### config.mk
export PLATFORM = sky130hd
export DESIGN_NAME = rr_mem_arbiter
export DESIGN_NICKNAME = d
export VERILOG_FILES = /design/src/rtl/arb_pkg.sv /design/src/rtl/rr_priority_pick.sv /design/src/rtl/rr_mem_arbiter.sv
export SDC_FILE = /design/constraint.sdc
export NUM_CORES = 1
export LEC_CHECK = 0
export ABC_AREA = 1
export CORE_MARGIN = 2
export CORE_UTILIZATION = 64
export DETAILED_ROUTE_END_ITERATION = 16
export DONT_BUFFER_PORTS = 1
export PLACE_DENSITY = 0.8
export SETUP_SLACK_MARGIN = 0.05
export SKIP_CTS_REPAIR_TIMING = 1
export SLEW_MARGIN = 20
export SYNTH_ARGS = -nofsm -noshare
export SYNTH_HDL_FRONTEND = slang
export SYNTH_SLANG_ARGS = --single-unit
### constraint.sdc
create_clock -name clk -period 2.7 [get_ports clk]
set_input_delay 0.27 -clock clk [delete_from_list [all_inputs] [get_ports clk]]
set_output_delay 0.27 -clock clk [all_outputs]
set_load 0.02 [all_outputs]
### src/rtl/arb_pkg.sv
// Shared definitions for rr_mem_arbiter: FSM state encodings, pointer-width helper
// and flattened-bus slice helper. Optional lock feature is enabled by ARB_LOCK_EN.
package arb_pkg;

  localparam logic [1:0] S_IDLE  = 2'd0;
  localparam logic [1:0] S_ISSUE = 2'd1;
  localparam logic [1:0] S_WAIT  = 2'd2;
  localparam logic [1:0] S_DONE  = 2'd3;

  // Bits needed to index n requesters; never less than one.
  function automatic int unsigned clog2_min1(input int unsigned n);
    int unsigned w;
    w = 1;
    for (int unsigned i = 1; i < 32; i++) begin
      if ((32'd1 << i) < n) w = i + 1;
    end
    return w;
  endfunction

  // Low bit of requester idx's field in a flattened bus of width-bit fields.
  function automatic int unsigned slice_lo(input int unsigned idx, input int unsigned width);
    return idx * width;
  endfunction

endpackage

### src/rtl/rr_priority_pick.sv
// Round-robin selector: first requesting index at or after ptr, wrapping modulo N.
module rr_priority_pick #(
  parameter int unsigned N     = 4,
  parameter int unsigned PTR_W = 2
) (
  input  logic [N-1:0]     req_vec,
  input  logic [PTR_W-1:0] ptr,
  output logic [PTR_W-1:0] g,
  output logic             any
);

  localparam int unsigned SW = PTR_W + 1;

  logic [2*N-1:0] w_shift;
  logic [N-1:0]   w_rot;
  logic [PTR_W-1:0] w_off;
  logic [SW-1:0]  w_sum;

  always_comb begin
    // Rotate so ptr sits at bit 0, take the lowest set bit, then rotate back.
    w_shift = {req_vec, req_vec} >> ptr;
    w_rot   = w_shift[N-1:0];
    w_off   = '0;
    for (int unsigned i = N; i > 0; i--) begin
      if (w_rot[i-1]) w_off = PTR_W'(i - 1);
    end
    w_sum = {1'b0, w_off} + {1'b0, ptr};
    if (w_sum >= SW'(N)) w_sum = w_sum - SW'(N);
    g   = w_sum[PTR_W-1:0];
    any = |req_vec;
  end

endmodule

### src/rtl/rr_mem_arbiter.sv
// Round-robin arbiter sharing one single-beat memory port among N requesters.
// Define ARB_LOCK_EN to add lock_vec, which keeps the pointer on a locked owner.
module rr_mem_arbiter
  import arb_pkg::*;
#(
  parameter int unsigned N      = 4,
  parameter int unsigned ADDR_W = 8,
  parameter int unsigned DATA_W = 16
) (
  input  logic                  clk,
  input  logic                  rst_n,
  input  logic [N-1:0]          req_vec,
  input  logic [N-1:0]          we_vec,
  input  logic [N*ADDR_W-1:0]   pack_addr_in,
  input  logic [N*DATA_W-1:0]   pack_wdata_in,
  output logic [N-1:0]          grant_vec,
  output logic [N-1:0]          done_vec,
  output logic [DATA_W-1:0]     rdata,
  output logic                  mem_valid,
  input  logic                  mem_ready,
  output logic                  mem_we,
  output logic [ADDR_W-1:0]     mem_addr,
  output logic [DATA_W-1:0]     mem_wdata,
  input  logic                  mem_rvalid,
  input  logic [DATA_W-1:0]     mem_rdata
`ifdef ARB_LOCK_EN
  ,
  input  logic [N-1:0]          lock_vec
`endif
);

  localparam int unsigned PTR_W = clog2_min1(N);

  logic [1:0]        r_state;
  logic [PTR_W-1:0]  r_ptr;
  logic [PTR_W-1:0]  r_owner;
  logic [N-1:0]      r_grant;
  logic [DATA_W-1:0] r_rdata;
  logic              r_mem_we;
  logic [ADDR_W-1:0] r_mem_addr;
  logic [DATA_W-1:0] r_mem_wdata;

  logic [PTR_W-1:0]  w_pick;
  logic              w_any;
  logic [PTR_W-1:0]  w_ptr_inc;
  logic [PTR_W-1:0]  w_ptr_next;

  rr_priority_pick #(
    .N     (N),
    .PTR_W (PTR_W)
  ) u_pick (
    .req_vec (req_vec),
    .ptr     (r_ptr),
    .g       (w_pick),
    .any     (w_any)
  );

  always_comb begin
    w_ptr_inc = (r_owner == PTR_W'(N - 1)) ? '0 : r_owner + 1'b1;
`ifdef ARB_LOCK_EN
    w_ptr_next = lock_vec[r_owner] ? r_owner : w_ptr_inc;
`else
    w_ptr_next = w_ptr_inc;
`endif
  end

  always_ff @(posedge clk or negedge rst_n) begin
    if (!rst_n) begin
      r_state     <= S_IDLE;
      r_ptr       <= '0;
      r_owner     <= '0;
      r_grant     <= '0;
      r_rdata     <= '0;
      r_mem_we    <= 1'b0;
      r_mem_addr  <= '0;
      r_mem_wdata <= '0;
    end else begin
      case (r_state)
        S_IDLE: begin
          r_rdata <= '0;
          if (w_any) begin
            r_owner     <= w_pick;
            r_grant     <= N'(1) << w_pick;
            r_mem_we    <= we_vec[w_pick];
            r_mem_addr  <= pack_addr_in[slice_lo(int'(w_pick), ADDR_W) +: ADDR_W];
            r_mem_wdata <= pack_wdata_in[slice_lo(int'(w_pick), DATA_W) +: DATA_W];
            r_state     <= S_ISSUE;
          end else begin
            r_mem_we    <= 1'b0;
            r_mem_addr  <= '0;
            r_mem_wdata <= '0;
          end
        end
        S_ISSUE: begin
          if (mem_ready) begin
            if (r_mem_we) begin
              r_state <= S_DONE;
            end else if (mem_rvalid) begin
              r_rdata <= mem_rdata;
              r_state <= S_DONE;
            end else begin
              r_state <= S_WAIT;
            end
          end
        end
        S_WAIT: begin
          if (mem_rvalid) begin
            r_rdata <= mem_rdata;
            r_state <= S_DONE;
          end
        end
        default: begin
          r_grant <= '0;
          r_ptr   <= w_ptr_next;
          r_state <= S_IDLE;
        end
      endcase
    end
  end

  assign grant_vec = r_grant;
  assign done_vec  = (r_state == S_DONE) ? r_grant : '0;
  assign rdata     = r_rdata;
  assign mem_valid = (r_state == S_ISSUE);
  assign mem_we    = r_mem_we;
  assign mem_addr  = r_mem_addr;
  assign mem_wdata = r_mem_wdata;

endmodule
==> results by group <==
STA
  • Slew headroom: 61.0%
  • F_max: 0.414 GHz
  • Final setup vio count: 0
  • Post-Route Skew: 5.81 ps
  • Max Slew Vio Count: 0
  • RSZ-0062 raised after global routing: no
  • Final hold violation count: 0
  • Min Clock Period, post-route: 2410 ps
  • Crit share post-route: 89.4%
  • Hold Slack: 115 ps
  • Measured slew at the worst slew-check pin: 585 ps
  • Sum of negative setup slack: 0 ps

Yosys
  • Synth Flop Type: dfrtp_1
  • Most area-consuming cells after synthesis: dfrtp_1, mux2i_1, nand3_1
  • Asr flop ratio synth: 100%
  • #FFs+latches synth: 51
  • Most frequent cell after synthesis: nand2_1
  • Synth top area share: 38.7%
  • Post-synthesis sequential area ratio: 38.7%
  • Yosys warning total: 0
  • EDFF count, synth: 0
  • Syn_area_per_cell: 8.54 µm²
  • Mapped cell area: 0.00330 mm²
  • Yosys top cell by area: dfrtp_1
  • Synth Net Count: 517
  • Commonest cells in the netlist: nand2_1, nand3_1, dfrtp_1
  • Cell count after synthesis: 386
  • Post-synthesis cell type count: 29

Worst setup path
  • R2r setup slk: 290 ps
  • CP max FO: 27
  • Critical path class: reg2reg
  • Crit start category: flop
  • Worst r2r src: r_ptr[0]$_DFFE_PN0P_
  • Reg-to-reg endpoint: mem_addr[0]$_DFFE_PN0P_
  • Critical path endpoint category: flop
  • Crit path DAT: 2610 ps
  • Worst R2R Path Depth: 12
  • Critical Path RT: 2900 ps

CTS
  • CTS H-tree depth: 2
  • Clk buf depth: 2
  • Root Buffer: clkbuf_8
  • Clock Latency Late Sink: 300 ps
  • CTS clk-pin slew, worst paths: 90 ps
  • TritonCTS clock tree: done
  • Clock Sinks: 51
  • CTS Buf Count: 5

Pwr
  • Pwr Total: 6.16 mW
  • Pwr dens: 1780 mW/mm²
  • Maximum vdd drop: 0.00126 V
  • Leak Pwr: 1.72 nW

Routing
  • WL/cell: 16.9 µm
  • Drt first-iter violations: 118
  • Final WL: 7620 µm
  • Drt drc: 0
  • Via/cell ratio: 5.88
  • Pre-antenna DRT Iters: 4
  • Antenna Nets Post-Route: 0
  • Vias: 2651

Floorplanning
  • Die Area: 0.00574 mm²
  • # IOs: 174
  • FP Rows: 26
  • Starting Density: 65.4%
  • Die X: 75.8 µm
  • Core box area: 0.00504 mm²
  • Die Height: 75.8 µm

Min path
  • Worst hold path type: in2reg
  • Worst hold path endpoint: rdata[10]$_DFFE_PN0P_
  • Hold Path Origin: mem_rdata[10]
  • Hold path depth: 2

Global route
  • Grt ovf: 0
  • First-pass GRT wire length: 11200 µm
  • Initial antenna violation count: 0
  • Total GRT Usage: 26.1%
  • Largest net degree at the start of global routing: 52
  • Vias in the first global route: 2435

Placement
  • GPL Wtd Cong: 0.804
  • Placed wire-length estimate after detailed placement: 5640 µm
  • Port-buffer cells: 0
  • Dpl cells: 442

Outcome
  • Status: complete, no violations

Run
  • MaxCap Viol Count: 0

Final layout
  • Antenna Cells: 0
  • Fillcell total: 419
  • Area grow syn2layout: 4.97%
  • Finished Core Util: 68.6%
  • Final net count: 512
  • Share of cells above drive strength 1: 16.8%
  • Cell Count, Final, Fillers Out: 451
==> placed cells by master, fill, tap and decap left out <==
master         Yosys  final
nand2_1           85     85
nand3_1           67     67
mux2i_1           50     50
dfrtp_1           51     50
inv_1             25     25
nand2_2           22     22
o21ai_0           16     16
nand3_2           10     10
o21ai_1            8      8
buf_4              7      7
ha_1               7      6
inv_2              5      5
clkbuf_8           0      5
nor2_1             4      3
nand2_4            2      2
a21boi_1           0      1
a211oi_2           1      1
clkinv_4           1      1
xor2_2             1      1
nand3_4            1      1
nand2_8            1      1
clkinv_1           1      1
nor4_1             1      1
nor2_2             0      1
o211ai_1           1      1
a21oi_1            1      1
o31ai_1            1      1
mux2_2             1      1
ha_2               0      1
clkinvlp_4         0      1
bufinv_16          0      1
buf_16             0      1
dlygate4sd3_1      0      1
buf_12             2      1
dfrtp_2            0      1
==> worst max-delay path by stage <==
stage | from | end | cells past startpoint
after detailed placement | r_ptr[0]$_DFFE_PN0P_ | mem_wdata[3]$_DFFE_PN0P_ | 14
final | r_ptr[0]$_DFFE_PN0P_ | mem_addr[0]$_DFFE_PN0P_ | 12
after global routing | r_ptr[0]$_DFFE_PN0P_ | mem_addr[4]$_DFFE_PN0P_ | 14
after floorplan | r_ptr[0]$_DFFE_PN0P_ | mem_wdata[15]$_DFFE_PN0P_ | 13
after global placement | r_ptr[0]$_DFFE_PN0P_ | mem_wdata[14]$_DFFE_PN0P_ | 12
after CTS | r_ptr[0]$_DFFE_PN0P_ | mem_wdata[3]$_DFFE_PN0P_ | 14
==> final cells by class <==
type                            count  area, µm²  share of cell area, %
Sequential cell                    51       1280                   36.9
Inverter                           32        125                   3.62
Clock buffer                        5       68.8                   1.99
Multi-Input combinational cell    281       1750                   50.7
Tap cell                           70       87.6                   2.53
Clock inverter                      2       37.5                   1.08
Timing Repair Buffer               10        110                   3.18
==> per-layer routing <==
layer  routed length (µm)  share of wire (%)  up-vias  global-route usage, %
li1                     -                  -     1276                      -
met1                 3190                 42     1237                   33.2
met2                 3790                 50      126                   44.4
met3                  530                7.0       12                   6.75
met4                  106                1.4        0                   6.24
met5                    0                  0        -                      0
==> registers in the layout, summed over array words and instances (netlist names) <==
signal and count:
r_ptr 2, rdata 16, grant_vec 4, mem_we 1, r_owner 2, r_state 2, mem_addr 8, mem_wdata 16
==> report_power, final <==
group	total (mW)	switching (mW)	internal, mW
Clock	0.518	0.247	0.271
Sequential	1.80	0.665	1.13
Combinational	3.84	2.33	1.51
Total	6.16	3.24	2.91
==> kinds of logic (layout without fill, tap and decap cells) <==
family | after synthesis | count (layout) | synth area share [%]
AO/OA/AOI/OAI | 29 | 29 | 4.86
XOR/XNOR | 1 | 1 | 0.493
adder cells (fa/ha/maj) | 7 | 7 | 2.66
buffers and inverters | 54 | 49 | 8.24
flip-flops | 51 | 51 | 38.7
multiplexers | 51 | 51 | 15.5
AND/OR/NAND/NOR | 193 | 193 | 29.5
==> critical path, stage by stage (launching register included) <==
cell and delay [ps]:
dfrtp_2 470, inv_2 110, nand2_1 80, nand3_1 80
nand2_1 90, nand3_1 70, a21boi_1 80, ha_2 560
buf_12 270, mux2i_1 260, nand3_1 100, nand3_1 90
nand2_1 50
==> per-stage QoR <==
stage | instance area, µm² | setup WS (ps)
3_5_place_dp | 3320 | 176
6_report | 3460 | 286
3_3_place_gp | 3320 | 334
4_1_cts | 3420 | 154
2_1_floorplan | 3300 | 435
5_1_grt | 3460 | 91.8
Note: power is estimated with default switching activity, not from simulation.
